## src/rtl/prefix_adder_pipe.sv

```systemverilog
// prefix_adder_pipe: pipelined Kogge-Stone adder/subtractor with valid/ready handshaking.
//
// Computes a + b + cin (sub = 0) or a - b (sub = 1, formed as a + ~b + 1). Carries come from a
// parallel-prefix generate/propagate network of log2(WIDTH) levels. The levels are split into
// STAGES register segments of at most ceil(log2(WIDTH)/STAGES) levels each. The final register
// holds sum/cout/ovf and drives the outputs directly.
//
// Parameters
//   WIDTH   operand width, a power of two in 4..64 (default 16)
//   STAGES  register stages / latency in cycles, 1..log2(WIDTH) (default 2)
//
// Ports
//   clk        clock, rising edge
//   rst_n      asynchronous active-low reset
//   in_valid   operand set present
//   in_ready   operand set accepted this cycle (independent of in_valid)
//   a, b       operands
//   cin        carry-in, ignored when sub = 1
//   sub        0: a + b + cin, 1: a - b
//   out_valid  result present
//   out_ready  downstream accepts the result
//   sum        result bits
//   cout       carry out of the MSB (for subtraction, 1 = no borrow)
//   ovf        two's-complement signed overflow
//
// Compile-time option
//   PREFIX_ADDER_SAT_EN  when defined, sum clamps to the most positive / most negative value on
//                        signed overflow; ovf and cout still report the unclamped event.

module prefix_adder_pipe #(
  parameter int unsigned WIDTH  = 16,
  parameter int unsigned STAGES = 2
) (
  input  logic             clk,
  input  logic             rst_n,
  input  logic             in_valid,
  output logic             in_ready,
  input  logic [WIDTH-1:0] a,
  input  logic [WIDTH-1:0] b,
  input  logic             cin,
  input  logic             sub,
  output logic             out_valid,
  input  logic             out_ready,
  output logic [WIDTH-1:0] sum,
  output logic             cout,
  output logic             ovf
);

  localparam int unsigned Levels = $clog2(WIDTH);
  localparam int unsigned Seg    = (Levels + STAGES - 1) / STAGES;
  localparam int unsigned Last   = STAGES - 1;

  if (WIDTH < 4 || WIDTH > 64 || (WIDTH & (WIDTH - 1)) != 0) begin : g_bad_width
    $error("prefix_adder_pipe: WIDTH must be a power of two in 4..64");
  end
  if (STAGES < 1 || STAGES > Levels) begin : g_bad_stages
    $error("prefix_adder_pipe: STAGES must be in 1..log2(WIDTH)");
  end

  // Pipeline payload between prefix segments. g/p are the partially combined group terms, ps is
  // the per-bit propagate kept for the final sum XOR, ci is the effective carry-in.
  typedef struct packed {
    logic [WIDTH-1:0] g;
    logic [WIDTH-1:0] p;
    logic [WIDTH-1:0] ps;
    logic             ci;
`ifdef PREFIX_ADDER_SAT_EN
    logic             amsb;
`endif
  } stage_t;

  // Applies the prefix levels owned by one segment. Level lv combines each bit with the group
  // 2**lv positions below it. Bits below that distance already span down to bit 0 and are kept;
  // their group propagate stays exact because the carry-in is merged only at the very end.
  function automatic logic [2*WIDTH-1:0] run_levels(input logic [WIDTH-1:0] g_in,
                                                    input logic [WIDTH-1:0] p_in,
                                                    input int unsigned      stage);
    logic [WIDTH-1:0] g;
    logic [WIDTH-1:0] p;
    int unsigned      lv;
    int unsigned      d;
    g = g_in;
    p = p_in;
    for (int unsigned j = 0; j < Seg; j++) begin
      lv = stage * Seg + j;
      if (lv < Levels) begin
        d = 32'd1 << lv;
        g = g | (p & (g << d));
        p = p & ((p << d) | ~({WIDTH{1'b1}} << d));
      end
    end
    return {g, p};
  endfunction

  // Operand conditioning: subtraction inverts b and forces the carry-in to 1.
  logic [WIDTH-1:0] b_eff;
  logic             cin_eff;
  stage_t           pre;

  assign b_eff   = sub ? ~b : b;
  assign cin_eff = sub | cin;

  always_comb begin
    pre      = '0;
    pre.g    = a & b_eff;
    pre.p    = a ^ b_eff;
    pre.ps   = a ^ b_eff;
    pre.ci   = cin_eff;
`ifdef PREFIX_ADDER_SAT_EN
    pre.amsb = a[WIDTH-1];
`endif
  end

  // cur[s] is the payload entering segment s: the conditioned operands for s = 0, otherwise the
  // register of segment s-1.
  stage_t cur [STAGES];
  assign cur[0] = pre;

  logic [STAGES-1:0] valid;
  logic [STAGES-1:0] load;
  logic              full;

  // A stage loads when it is empty or the stage after it loads; unrolled, stage k loads when the
  // output drains or any stage from k to the end holds a bubble. This lets interior bubbles
  // collapse while the output is stalled, and keeps in_ready independent of in_valid.
  always_comb begin
    full = 1'b1;
    load = '0;
    for (int k = int'(Last); k >= 0; k--) begin
      full    = full & valid[k];
      load[k] = ~full | out_ready;
    end
  end

  assign in_ready  = load[0];
  assign out_valid = valid[Last];

  for (genvar s = 0; s < STAGES; s++) begin : g_stage
    logic             up_valid;
    logic             valid_q;
    logic [WIDTH-1:0] gs;
    logic [WIDTH-1:0] pgs;

    if (s == 0) begin : g_first
      assign up_valid = in_valid;
    end else begin : g_next
      assign up_valid = valid[s-1];
    end

    assign {gs, pgs} = run_levels(cur[s].g, cur[s].p, s);

    always_ff @(posedge clk or negedge rst_n) begin
      if (!rst_n) begin
        valid_q <= 1'b0;
      end else if (load[s]) begin
        valid_q <= up_valid;
      end
    end

    assign valid[s] = valid_q;

    if (s < Last) begin : g_mid
      stage_t st_d;
      stage_t st_q;

      always_comb begin
        st_d   = cur[s];
        st_d.g = gs;
        st_d.p = pgs;
      end

      // Data only moves with a real operand so bubbles do not toggle the payload.
      always_ff @(posedge clk or negedge rst_n) begin
        if (!rst_n) begin
          st_q <= '0;
        end else if (load[s] && up_valid) begin
          st_q <= st_d;
        end
      end

      assign cur[s+1] = st_q;
    end else begin : g_last
      logic [WIDTH-1:0] carry;
      logic [WIDTH-1:0] sum_d;
      logic             cout_d;
      logic             ovf_d;
      logic [WIDTH-1:0] sum_q;
      logic             cout_q;
      logic             ovf_q;

      // Full prefixes are now available; fold in the carry-in as c[i+1] = G[i:0] | P[i:0] & ci.
      always_comb begin
        carry  = {gs[WIDTH-2:0] | (pgs[WIDTH-2:0] & {(WIDTH-1){cur[s].ci}}), cur[s].ci};
        cout_d = gs[WIDTH-1] | (pgs[WIDTH-1] & cur[s].ci);
        ovf_d  = carry[WIDTH-1] ^ cout_d;
        sum_d  = cur[s].ps ^ carry;
`ifdef PREFIX_ADDER_SAT_EN
        // Overflow can only happen when both addends share a sign, so a's MSB gives the direction.
        if (ovf_d) begin
          sum_d = cur[s].amsb ? {1'b1, {(WIDTH-1){1'b0}}} : {1'b0, {(WIDTH-1){1'b1}}};
        end
`endif
      end

      always_ff @(posedge clk or negedge rst_n) begin
        if (!rst_n) begin
          sum_q  <= '0;
          cout_q <= 1'b0;
          ovf_q  <= 1'b0;
        end else if (load[s] && up_valid) begin
          sum_q  <= sum_d;
          cout_q <= cout_d;
          ovf_q  <= ovf_d;
        end
      end

      assign sum  = sum_q;
      assign cout = cout_q;
      assign ovf  = ovf_q;
    end
  end

endmodule

```

## config.mk

```make
export PLATFORM = sky130hd
export DESIGN_NAME = prefix_adder_pipe
export DESIGN_NICKNAME = d
export VERILOG_FILES = /design/src/rtl/prefix_adder_pipe.sv
export SDC_FILE = /design/constraint.sdc
export NUM_CORES = 1
export LEC_CHECK = 0
export ABC_AREA = 1
export BUFFER_PORTS_ARGS = -buffer_cell sky130_fd_sc_hd__buf_2
export CAP_MARGIN = 10
export CORE_AREA = 2 2 104 86
export DETAILED_ROUTE_END_ITERATION = 6
export DIE_AREA = 0 0 106 88
export PLACE_DENSITY = 0.72
export SYNTH_ARGS = -nofsm -noshare
export SYNTH_HDL_FRONTEND = slang
export SYNTH_SLANG_ARGS = --single-unit
```

## constraint.sdc

```tcl
create_clock -name clk -period 2.39 [get_ports clk]
set_input_delay 0.239 -clock clk [delete_from_list [all_inputs] [get_ports clk]]
set_output_delay 0.239 -clock clk [all_outputs]
set_load 0.02 [all_outputs]
```

======== Word-level counts from Yosys, hierarchy flattened ========
Index checks and enable logic that the tools add are counted.
operators by class
  mux-type cells .......................... 1
  bitwise logic cells ..................... 27
  reductions and logical operators ........ 2
operators with widths
  operator            count
  16-bit bitwise AND  9
  16-bit bitwise OR   4
  16-bit XOR          2
  16-bit two-way mux  1
  16-bit NOT          1
  15-bit bitwise AND  1
  15-bit bitwise OR   1
  1-bit bitwise OR    4
  1-bit bitwise AND   2
  1-bit logical AND   2
  1-bit NOT           2
  1-bit XOR           1
word-level totals
  register bits after elaboration ......... 69
  output and inout port bits .............. 20
  logic and storage cells ................. 39

======== Depth between registers and ports, before layout ========
  depth after elaboration ................. 7
  gate-level depth with buffers ........... 8

======== Worst setup path before layout ========
OpenSTA, ideal clock, no wires.
  path type ............................... input to register
  start point ............................. input sub
  end point ............................... register g_stage[0].g_mid.st_q (netlist bit cur[41])
  library setup time ...................... 0.131 ns
  arrival ................................. 1.418 ns
  data required time ...................... 2.259 ns
  path slack .............................. 0.842 ns
  stages .................................. 8
  cells stage by stage .................... buf_2 > buf_4 > xor2_1 > ha_1 > a21oi_1 > o21ai_0 > nand2_1 > o21ai_0
RTL lines
  item                  RTL line  text
  from (decl)           41        input logic sub,
  to (signal assigned)  177       st_q <= st_d;
  to (decl)             164       stage_t st_q;

======== Worst setup path after layout ========
  start point ............................. register g_stage[1].valid_q, in the netlist out_valid
  end point ............................... register g_stage[0].g_mid.st_q (netlist bit cur[20])
between the ends
  word-level cells in the longest chain between the ends .. 4
RTL lines
  item                    RTL line  text
  from (decl)             140       logic valid_q;
  from (signal assigned)  156       valid_q <= up_valid;
  1-bit bitwise AND       130       full = full & valid[k];
  1-bit NOT               131       load[k] = ~full | out_ready;
  1-bit bitwise OR        131
  1-bit logical AND       176       end else if (load[s] && up_valid) begin
No other way between the ends.
A chain may end at the register's enable or synchronous reset.

==> run metrics <==
number of buffers created by CTS=9; DP Worst Slack=0.5522 ns; total inserted antenna cells=0; Post-CTS Setup Bufs=0; Final Worst Setup Slack=0.7863 ns; final setup TNS=0 ns; routed via count=3,180; CTS H-tree lvls=3; HPWL after detailed placement=6651 um; fraction of synthesized cell area taken by the top area cell type=46.70%; cell taking the most area after synthesis=dfrtp_1; pwr/cell area=937.5 nW/um^2; Filler Cell Count=813; number of global-route vias before repair=2,882; final standard cell utilization of the core=51.45%; number of buffer cells added on primary ports=57; die extent in y=88 um; later-pin clock latency in the skew report=0.35 ns; number of sinks handled by clock tree synthesis=68; chip width=106 um; Worst-Margin Slew=0.6027 ns; worst max-slew margin expressed relative to the limit=59.76%; final hold violation count=0; CTS tree=yes; buffer depth of the longest clock path=2; fraction of the cycle the final worst path needs=67.10%; number of placed cells counting well taps=610; Gates resized, CTS repair=0; startpoint-to-endpoint class of the critical path=reg -> reg; detail-routed via count per cell=5.072; area post-placement=4008 um^2; Total Die Area=9328 um^2; average cell area after synthesis=8.043 um^2; synthesized netlist net count=508; CTS clock-pin slew for the worst setup and hold paths=0.07 ns; most common library cell in the layout ignoring fill and taps=nand2_1; number of synthesized register bits=68; synthesized netlist cell count=453; count of unique library cells instantiated by Yosys=26; Clock Skews=0.008668 ns; Finished Layout Cells=627; Post-DRT Antenna Nets=0; global-route wire length before repair=14,680 um; share of post-route cells with drive strength above 1=15.34%; area taken by flip-flops and latches=1702 um^2; aggregate global-route resource usage=20.30%; Max rail drop VDD=0.3964 mV; layout net count=565; clock root buffer=clkbuf_8; Routed WL=8865 um; final global-route overflow total=0; peak fanout along the critical path=38; element type at the critical path end=flip-flop; highest-count cells in the layout ignoring fill and taps=nand2_1 (171), dfrtp_1 (68), buf_2 (57); timing-limited maximum frequency=623.6 MHz; Syn-to-layout area delta=17.14%; standard cell core area=8295 um^2; Worst Hold Class=in -> reg; Leak=2.237 nW; leading cell types by total area after synthesis=dfrtp_1 (47%), nand2_1 (18%), ha_1 (5.8%); initial cell density of the core=43.92%; sequential fraction of the synthesis area=46.70%; Pre-antenna DRT Iters=5; minimum clock period after layout=1.604 ns; setup repair after global routing missed its margin=no; footprint of the multi-input gates=1718 um^2; I/O pin count=58; area of the mapped netlist=3643 um^2; Arrival @ worst endpoint=1.86 ns; Finish-stage setup viols=0; count of yosys warnings during synthesis=0; largest net degree at the start of global routing=58; CTS Hold Bufs=1; critical path launch point type=flip-flop; result of the run=complete, no violations; number of max-cap violations=0; number of DRC violations after detailed routing=0; overall power after layout=4.001 mW; Non-Filler Cell Area, Final=4268 um^2; drt wl/cell=14.14 um; count of routing violations after the opening detailed-route iteration=292; worst hold slack=0.1667 ns; antenna violations before repair=0; data required time of the worst path=2.65 ns; final weighted congestion of routability-driven global placement=0.9221; max-slew violation count=0; standard-cell row count=30
==> metal layers <==
layer / routed length [um] / global-route usage, % / vias to the layer above
met4: 109 / 5.502 / 0
met5: 0 / 0 / -
li1: - / - / 1584
met1: 4535 / 31.50 / 1462
met3: 657 / 4.315 / 13
met2: 3563 / 28.50 / 121
==> logic make-up after synthesis <==
| kind of cell | synth area share [%] |
|---|---|
| compound gates | 11.19 |
| simple gates | 24.59 |
| xor+xnor | 5.529 |
| fa+ha+maj | 5.838 |
| flops | 46.70 |
| buf+inv | 6.147 |
==> final timing paths <==
check | startpoint | to | slack, ns | cells after the start
min reg2reg | sum[7] | sum[7] | 0.48 | 2
max | out_valid | cur[20] | 0.79 | 5
min in group asynchronous | rst_n | cur[3] | 0.40 | 2
max in group asynchronous | rst_n | cur[28] | 1.34 | 3
max reg2reg | out_valid | cur[20] | 0.79 | 5
min | out_ready | out_valid | 0.17 | 4
==> state kept, by name (all words and copies together), names as in the netlist <==
name / cells
g_stage.valid_q: 1
sum: 16
ovf: 1
cur: 48
out_valid: 1
cout: 1
==> final cells by class <==
cell class / instances / area share (%)
timing repair buffer: 61 / 7.740
clock inverter: 4 / 2.228
sequential: 68 / 39.87
tap: 112 / 3.283
inverter: 34 / 2.990
clock buffer: 12 / 3.635
multi-input combinational: 336 / 40.25
==> cell usage after synthesis, drive strengths merged <==
library cell	n
a31oi	4
inv	34
or2	1
a21oi	21
nand3	21
nand3b	6
nand4	2
dfrtp	68
nor3	2
xnor2	2
ha	17
xor2	21
clkbuf	1
nand2	172
o31ai	9
nor2	17
buf	14
o211ai	1
o21bai	1
o21ai	39
==> critical path: stages (launching register included) <==
cell and delay (ns):
dfrtp_1 0.41, nand3_2 0.12, nand2_2 0.07, inv_2 0.43, nand4_1 0.25, o21ai_0 0.22
==> power breakdown <==
part | switching, mW | internal, mW | total (mW)
Clock | 0.432 | 0.749 | 1.18
Sequential | 0.204 | 1.43 | 1.64
Combinational | 0.768 | 0.417 | 1.18
Total | 1.40 | 2.60 | 4.00
No activity file was read; power rests on OpenSTA's default activity.
